### src/rtl/fetch_seq_rstack.sv
// Multi-cycle fetch sequencer: reads opcode (+ optional argument byte) from sync memory, issues it, applies flow control.
// Internal return-address stack; any stack fault or HALT command parks the sequencer until reset.
module fetch_seq_rstack #(
    parameter int                    DATA_WIDTH   = 8,
    parameter int                    ADDR_WIDTH   = 12,
    parameter int                    STACK_DEPTH  = 8,
    parameter int                    ARG_FLAG_BIT = 7,
    parameter logic [ADDR_WIDTH-1:0] RESET_PC     = '0
) (
    input  logic                           clk,
    input  logic                           reset,
    output logic [ADDR_WIDTH-1:0]          mem_addr,
    output logic                           mem_rd_en,
    input  logic [DATA_WIDTH-1:0]          mem_rdata,
    output logic [DATA_WIDTH-1:0]          instr_out,
    output logic [DATA_WIDTH-1:0]          arg_out,
    output logic [ADDR_WIDTH-1:0]          instr_pc,
    output logic                           instr_valid,
    input  logic                           instr_ready,
    input  logic                           ctrl_valid,
    input  logic [2:0]                     ctrl_op,
    input  logic [ADDR_WIDTH-1:0]          ctrl_target,
    output logic                           ctrl_ready,
    output logic                           halted,
    output logic [1:0]                     stack_err,
    output logic [$clog2(STACK_DEPTH):0]   stack_level
);
    localparam int LW = $clog2(STACK_DEPTH) + 1;
    localparam int IW = $clog2(STACK_DEPTH);
    localparam logic [LW-1:0] DEPTH_L = LW'(STACK_DEPTH);

    localparam logic [2:0] OP_SEQ  = 3'd0;
    localparam logic [2:0] OP_JABS = 3'd1;
    localparam logic [2:0] OP_JREL = 3'd2;
    localparam logic [2:0] OP_CALL = 3'd3;
    localparam logic [2:0] OP_RET  = 3'd4;
    localparam logic [2:0] OP_HALT = 3'd5;

    typedef enum logic [2:0] {
        S_FETCH_OP, S_LATCH_OP, S_LATCH_ARG, S_ISSUE, S_EXEC, S_HALT
    } state_t;

    state_t                  state_q, state_d;
    logic [ADDR_WIDTH-1:0]   pc_q, pc_d;
    logic [DATA_WIDTH-1:0]   instr_q, instr_d;
    logic [DATA_WIDTH-1:0]   arg_q, arg_d;
    logic [ADDR_WIDTH-1:0]   ipc_q, ipc_d;
    logic                    two_q, two_d;
    logic [LW-1:0]           sp_q, sp_d;
    logic [1:0]              err_q, err_d;
    logic                    halted_q, halted_d;
    logic [ADDR_WIDTH-1:0]   stack_q [STACK_DEPTH];
    logic [ADDR_WIDTH-1:0]   stack_d [STACK_DEPTH];
    logic [ADDR_WIDTH-1:0]   ret_addr;
    logic [LW-1:0]           sp_m1;

    always_comb begin
        state_d     = state_q;
        pc_d        = pc_q;
        instr_d     = instr_q;
        arg_d       = arg_q;
        ipc_d       = ipc_q;
        two_d       = two_q;
        sp_d        = sp_q;
        err_d       = err_q;
        stack_d     = stack_q;
        mem_rd_en   = 1'b0;
        mem_addr    = pc_q;
        instr_valid = 1'b0;
        ctrl_ready  = 1'b0;
        sp_m1       = sp_q - LW'(1);
        ret_addr    = ipc_q + (two_q ? ADDR_WIDTH'(2) : ADDR_WIDTH'(1));

        case (state_q)
            S_FETCH_OP: begin
                mem_rd_en = 1'b1;
                state_d   = S_LATCH_OP;
            end
            S_LATCH_OP: begin
                instr_d = mem_rdata;
                ipc_d   = pc_q;
                if (mem_rdata[ARG_FLAG_BIT]) begin
                    mem_rd_en = 1'b1;
                    mem_addr  = pc_q + ADDR_WIDTH'(1);
                    two_d     = 1'b1;
                    state_d   = S_LATCH_ARG;
                end else begin
                    arg_d   = '0;
                    two_d   = 1'b0;
                    state_d = S_ISSUE;
                end
            end
            S_LATCH_ARG: begin
                arg_d   = mem_rdata;
                state_d = S_ISSUE;
            end
            S_ISSUE: begin
                instr_valid = 1'b1;
                if (instr_ready) state_d = S_EXEC;
            end
            S_EXEC: begin
                ctrl_ready = 1'b1;
                if (ctrl_valid) begin
                    state_d = S_FETCH_OP;
                    case (ctrl_op)
                        OP_JABS: pc_d = ctrl_target;
                        OP_JREL: pc_d = ipc_q + ctrl_target;
                        OP_CALL: begin
                            if (sp_q < DEPTH_L) begin
                                stack_d[sp_q[IW-1:0]] = ret_addr;
                                sp_d = sp_q + LW'(1);
                                pc_d = ctrl_target;
                            end else begin
                                err_d[0] = 1'b1;
                                state_d  = S_HALT;
                            end
                        end
                        OP_RET: begin
                            if (sp_q != '0) begin
                                pc_d = stack_q[sp_m1[IW-1:0]];
                                sp_d = sp_m1;
                            end else begin
                                err_d[1] = 1'b1;
                                state_d  = S_HALT;
                            end
                        end
                        OP_HALT: state_d = S_HALT;
                        default: pc_d = ret_addr;  // SEQ and the unused encodings
                    endcase
                end
            end
            S_HALT: state_d = S_HALT;
            default: state_d = S_FETCH_OP;
        endcase

        // A pending read or handshake must not leak out during the reset cycle
        if (reset) begin
            mem_rd_en   = 1'b0;
            instr_valid = 1'b0;
            ctrl_ready  = 1'b0;
        end
        halted_d = (state_d == S_HALT);
    end

    always_ff @(posedge clk) begin
        if (reset) begin
            state_q  <= S_FETCH_OP;
            pc_q     <= RESET_PC;
            instr_q  <= '0;
            arg_q    <= '0;
            ipc_q    <= RESET_PC;
            two_q    <= 1'b0;
            sp_q     <= '0;
            err_q    <= '0;
            halted_q <= 1'b0;
        end else begin
            state_q  <= state_d;
            pc_q     <= pc_d;
            instr_q  <= instr_d;
            arg_q    <= arg_d;
            ipc_q    <= ipc_d;
            two_q    <= two_d;
            sp_q     <= sp_d;
            err_q    <= err_d;
            halted_q <= halted_d;
        end
    end

    // Stack contents are only meaningful below sp_q, so they need no reset
    always_ff @(posedge clk) begin
        stack_q <= stack_d;
    end

    assign instr_out   = instr_q;
    assign arg_out     = arg_q;
    assign instr_pc    = ipc_q;
    assign halted      = halted_q;
    assign stack_err   = err_q;
    assign stack_level = sp_q;
endmodule

### config.mk
export PLATFORM = sky130hd
export DESIGN_NAME = fetch_seq_rstack
export DESIGN_NICKNAME = d
export VERILOG_FILES = /design/src/rtl/fetch_seq_rstack.sv
export SDC_FILE = /design/constraint.sdc
export NUM_CORES = 1
export LEC_CHECK = 0
export ABC_CLOCK_PERIOD_IN_PS = 3100
export CAP_MARGIN = 10
export CORE_MARGIN = 3
export CORE_UTILIZATION = 51
export CTS_CLUSTER_SIZE = 14
export DETAILED_ROUTE_END_ITERATION = 8
export HOLD_SLACK_MARGIN = 0.02
export PLACE_DENSITY = 0.76
export SYNTH_ARGS = -nofsm -noshare
export SYNTH_HDL_FRONTEND = slang
export SYNTH_SLANG_ARGS = --single-unit
export TNS_END_PERCENT = 1
### constraint.sdc
create_clock -name clk -period 3.1 [get_ports clk]
set_input_delay 0.62 -clock clk [delete_from_list [all_inputs] [get_ports clk]]
set_output_delay 0.62 -clock clk [all_outputs]
set_load 0.02 [all_outputs]
==> results of run 1 <==
[kinds of logic after synthesis]
group	Yosys count	synth area share
DFF	146	0.560
buffers and inverters	47	0.0319
adders and majority gates	19	0.0364
AOI/OAI and AO/OA	125	0.116
muxes	27	0.0824
and+or+nand+nor	177	0.128
xor gates and xnor gates	36	0.0455
[power by group through the flow]
stage / Sequential [uW] / Combinational [uW] / Clock [uW]
4_1_cts: 2090 / 344 / 1920
6_report: 2090 / 347 / 1890
2_1_floorplan: 2150 / 177 / 0
3_5_place_dp: 2130 / 340 / 0
5_1_grt: 2090 / 375 / 1990
3_3_place_gp: 2130 / 328 / 0
[cell type report]
type | instances | area share
clock buffers | 19 | 0.0502
well taps | 172 | 0.0250
flip-flops and latches | 146 | 0.450
inverters | 15 | 0.00653
clock inverters | 12 | 0.0125
multi-input cells | 384 | 0.334
repair buffers | 117 | 0.122
[through the flow]
step	area (um^2)	worst slack, ps
after floorplan	6940	155
after global placement	8060	-617
after detailed placement	8060	-706
after CTS	8600	-16.5
after global routing	8620	153
final	8620	147
[flip-flops by register name, indices dropped and copies added, names as in the netlist]
register / flops
stack_q: 96
instr_pc: 12
pc_q: 12
arg_out: 8
instr_out: 8
stack_level: 4
state_q: 3
stack_err: 2
halted: 1
[critical path, delay by kind of cell]
family | cells | cell delay (ps)
buf+inv | 2 | 1230
compound gates | 1 | 480
[metal layers]
| metal | up-vias | global-route usage | part of all wire |
|---|---|---|---|
| li1 | 2386 | - | - |
| met1 | 2600 | 0.309 | 0.42 |
| met2 | 210 | 0.405 | 0.50 |
| met3 | 36 | 0.0452 | 0.060 |
| met4 | 0 | 0.0980 | 0.023 |
| met5 | - | 0 | 0 |
[cell usage after synthesis, drive strengths merged, types with 2 or more instances]
cell type | instances | area share
edfxtp | 96 | 0.42
nand2 | 63 | 0.034
dfxtp | 50 | 0.14
a21oi | 41 | 0.030
nor2 | 40 | 0.022
xnor2 | 26 | 0.033
mux4 | 24 | 0.078
o21ai | 21 | 0.015
clkbuf | 17 | 0.0094
ha | 17 | 0.031
buf | 15 | 0.014
inv | 15 | 0.0081
a22oi | 13 | 0.014
nand3 | 12 | 0.0087
xor2 | 10 | 0.013
a211oi | 9 | 0.0097
nor3b | 9 | 0.013
and3 | 8 | 0.0072
nor3 | 8 | 0.0058
nand2b | 6 | 0.0054
nand4 | 6 | 0.0054
a31oi | 5 | 0.0045
o22ai | 5 | 0.0045
a221oi | 4 | 0.0050
a22o | 4 | 0.0050
o211ai | 4 | 0.0043
or2 | 4 | 0.0036
a311oi | 3 | 0.0038
nor2b | 3 | 0.0027
and2 | 2 | 0.0018
and3b | 2 | 0.0025
and4 | 2 | 0.0025
fa | 2 | 0.0058
mux2i | 2 | 0.0029
nor4 | 2 | 0.0018
nor4b | 2 | 0.0025
o21a | 2 | 0.0022
o31a | 2 | 0.0025
or3 | 2 | 0.0018
[final timing paths]
check | slack, ps | endpoint | from
setup reg to reg | 600 | pc_q[5]$_SDFFE_PP0P_ | stack_level[1]$_SDFFE_PP0P_
hold / removal | 460 | instr_out[5]$_SDFFE_PP0P_ | instr_out[5]$_SDFFE_PP0P_
hold reg to reg | 460 | instr_out[5]$_SDFFE_PP0P_ | instr_out[5]$_SDFFE_PP0P_
setup / recovery | 150 | mem_rd_en | reset
[what timing repair did]
action                                  CTS  global route
pin swaps                                 1             2
resized for setup                        29             5
endpoints found under the setup margin   12            10
cloned                                    0             0
==> qor.yml, run 1 <==
outcome: "complete, no violations"
initial_core_util: 0.534
gp_congestion: 0.843
rsz0062_at_grt: "false"
io-pin-count: 77
p_leak_uw: 0.00305
crit_top_cell: "clkdlybuf4s50_1"
p_clk_frac: 0.436
layout_min_cycle_time_ps: 2950
synth_cell_types: 63
stdcell_count: 865
grt_start_max_net_pins: 43
detail_route.vias_per_cell: 6.05
cts_hold_buf: 0
dieArea_um2: 15000
finalPower_uw: 4330
track_usage: 0.241
slew_violations: 0
synth-seq-cells: 146
worst_pin_slew_ps: 832
peakVddDrop_mv: 0.365
netlist_instances: 577
seq_area_frac_synth: 0.560
fp-row-count: 41
cell_internal_pwr_uw: 3330
syn_area_per_cell_um2: 12.0
cts_buffers: 17
switching_share: 0.231
arrival_ps: 2330
critPathMaxFanout: 4
numClockSinks: 146
root_buffer: "clkbuf_16"
portBuffers: 76
final.setup_skew_ps: 10.1
wire_per_inst_um: 20.0
cts_tree: "yes"
multi_input_area_um2: 2880
tns_ps: 0
clockBufferDepth: 2
gr-total-overflow: 0
critPathLaunchType: "input port"
combPwrFrac: 0.080
die_h_um: 123
syn_area_um2: 6940
async_flop_share: 0
hold_class: "reg -> reg"
final_common_cell: "edfxtp_1"
worstRegToRegCells: 7
layout-drive-gt1-share: 0.162
vias: 5232
synth_fp_nets: 623
clk_latency_ps: 420
end_kind: "output pin"
final.fill_count: 927
post_cts_buffers: 0
antenna_found_initial: 0
post-route-drc-count: 0
final-hold-violation-count: 0
synth_ff_type: "edfxtp_1"
critical-path-max-stage-delay_ps: 710
insertedDiodeCount: 0
p_seq_frac: 0.484
max_freq_mhz: 339
maxCapViolations: 0
dp_hpwl_um: 12000
die_x_um: 123
coreArea_um2: 13000
utilization: 0.665
cp.required_ps: 2480
drt-total-wl_um: 17300
min_path_cells: 2
fin_nets: 727
p_switching_uw: 998
mostFrequentLayoutCells: "edfxtp_1 (96), clkdlybuf4s50_1 (67), nand2_1 (63)"
syn_to_final_growth_pct: 24.3
synth_edf_count: 96
power_density_nw_per_um2: 502
clk_transition_reported_paths_ps: 60
seqCellArea_um2: 3880
yosys_warnings: 0
worst_path_max_delay_cell: "clkdlybuf4s50_1"
cp_cell_sequence: "clkdlybuf4s50_1 > a2111oi_1 > clkdlybuf4s50_1"
period_share: 0.953
finalSetupViolations: 0
ant_nets: 0
slew_headroom: 0.441
hold_ws_ps: 462
grt_pass1_vias: 5165
drt_iter0_markers: 427
grt_pass1_wl_um: 27300
htreeDepth: 4
dr.pass1.iters: 5
crit_type: "in -> out"
placed_cells: 834
(Power assumes the default switching activity.)
==> run 2: changes to the inputs <==
- PLACE_DENSITY: 0.76 -> 0.81
==> run 2 against run 1 <==
Compared with the run above: count of clock-buffer cells in the layout decreased by 1; routed wire length decreased by 1.3%; core utilization increased by 0.11 points; global-route usage decreased by 0.26 points; critical path type unchanged; largest cell class unchanged; highest routed layer unchanged.
==> qor.yml, run 2 (synthesized netlist as in run 1, its figures left out) <==
dp_hpwl_um: 11600  # -3.6%
route.met3.wl_um: 1010  # -2.6%
power_density_nw_per_um2: 510  # +1.6%
pre_cts_ws_ps: -745  # -39.1 ps
initial_core_util: 0.534  # unchanged
combPwrFrac: 0.078  # -0.002
die_h_um: 123  # unchanged
wire_per_inst_um: 19.7  # -1.3%
hold_class: "reg -> reg"
placed_cells: 833  # -0.12%
p_seq_frac: 0.475  # -0.009
dr.pass1.iters: 5  # unchanged
clk_transition_reported_paths_ps: 60  # about the same
max_freq_mhz: 339  # +0.25%
ant_nets: 0  # unchanged
outcome: "complete, no violations"
root_buffer: "clkbuf_16"
portBuffers: 76  # unchanged
coreArea_um2: 13000  # unchanged
cell_internal_pwr_uw: 3350  # +0.78%
peakVddDrop_mv: 0.437  # +20%
antenna_found_initial: 0  # unchanged
detail_route.vias_per_cell: 5.95  # -1.7%
insertedDiodeCount: 0  # unchanged
switching_share: 0.238  # +0.00726
fp-row-count: 41  # unchanged
final.fill_count: 918  # -0.97%
die_x_um: 123  # unchanged
grt_start_max_net_pins: 37  # -14%
critPathLaunchType: "input port"
syn_to_final_growth_pct: 24.5
end_kind: "output pin"
vias: 5143  # -1.7%
finalSetupViolations: 0  # unchanged
post_cts_buffers: 0  # unchanged
post-route-drc-count: 0  # unchanged
regMostFlops: "stack_q"
gr-total-overflow: 0  # unchanged
grt_pass1_vias: 5002  # -3.2%
numClockSinks: 146  # unchanged
drt-met1-wl_um: 7150  # -1.2%
clk_latency_ps: 420  # about the same
final-hold-violation-count: 0  # unchanged
rsz0062_at_grt: "false"
clockBufferDepth: 2  # unchanged
largest_register_ffs: 96  # unchanged
mostFrequentLayoutCells: "edfxtp_1 (96), clkdlybuf4s50_1 (69), nand2_1 (63)"
stdcell_count: 865  # unchanged
final.setup_skew_ps: 8.75  # -1.34 ps
crit_type: "in -> out"
arrival_ps: 2330  # about the same
layout_min_cycle_time_ps: 2950  # -7.36 ps
route.met2.wl_um: 8580  # -0.48%
p_switching_uw: 1050  # +4.9%
top_layer: "met4"
dieArea_um2: 15000  # unchanged
maxCapViolations: 0  # unchanged
cp.required_ps: 2480  # about the same
slew_violations: 0  # unchanged
cts_tree: "yes"
critPathMaxFanout: 3  # -1
gp_congestion: 0.856  # +1.5%
setup_ws_ps: 154  # +7.36 ps
drt_iter0_markers: 535  # +25%
period_share: 0.950  # -0.00237
track_usage: 0.238  # -0.00262
p_leak_uw: 0.00303  # -0.64%
final_common_cell: "edfxtp_1"
drt-total-wl_um: 17100  # -1.3%
hold_ws_ps: 455  # -6.48 ps
worst_pin_slew_ps: 817  # -15.6 ps
io-pin-count: 77  # unchanged
layout-drive-gt1-share: 0.163  # +0.00144
cts_buffers: 17  # unchanged
fin_nets: 726  # -0.14%
grt_pass1_wl_um: 26700  # -2.0%
p_clk_frac: 0.447  # +0.011
slew_headroom: 0.452  # +0.0105
htreeDepth: 4  # unchanged
[run 2: path summary, 6_finish.rpt]
check,depth (start not counted),endpoint,slack [ps],from
setup reg to reg,8,pc_q[11]$_SDFFE_PP0P_,520,stack_level[1]$_SDFFE_PP0P_
hold / removal,2,instr_out[1]$_SDFFE_PP0P_,460,instr_out[1]$_SDFFE_PP0P_
setup / recovery,9,mem_addr[11],150,mem_rdata[7]
hold reg to reg,2,instr_out[1]$_SDFFE_PP0P_,460,instr_out[1]$_SDFFE_PP0P_
[run 2: through the flow]
| step | total power [uW] | cell area [um^2] | util | setup TNS, ps |
|---|---|---|---|---|
| final | 4400 | 8640 | 0.666 | 0 |
| after global routing | 4540 | 8640 | 0.666 | 0 |
| after CTS | 4420 | 8640 | 0.666 | 0 |
| after detailed placement | 2470 | 8060 | 0.621 | -5020 |
| after global placement | 2460 | 8060 | 0.621 | -3740 |
| after floorplan | 2330 | 6940 | - | 0 |
[run 2: repair_timing]
item                                    CTS  global route
endpoints found under the setup margin   12             0
hold buffers                              0             0
gates resized for setup                  25             0
[run 2: critical path, cell delays in order]
cell and delay [ps]:
dlygate4sd2_1 230, nor4bb_4 240, buf_4 170, and4_1 220, and3_4 200, and3_4 190
nand3_1 90, xnor2_1 180, buf_2 190
[run 2: layout make-up]
cell class,count,area (um^2),share of cell area
repair buffers,116,1050,0.122
flip-flops and latches,146,3880,0.450
clock buffers,18,429,0.0497
well taps,172,215,0.0249
clock inverters,14,140,0.0162
inverters,15,56.3,0.00652
multi-input cells,384,2860,0.331
[run 2: per-layer routing]
layer | global-route usage | vias up
met5 | 0 | -
met4 | 0.0847 | 0
met3 | 0.0498 | 29
met2 | 0.405 | 208
met1 | 0.303 | 2521
li1 | - | 2385
[run 2: power by group through the flow]
stage,Sequential (uW),Clock (uW),Combinational [uW]
floorplan,2150,0,177
global placement,2130,0,329
detailed placement,2130,0,335
CTS,2090,1990,340
global route,2090,2070,373
finish,2090,1970,344
==> run 3: changes to the inputs <==
- ABC_AREA: default -> 0
==> results of run 3 <==
Final layout, timing and power as in run 2 (identical DEF).
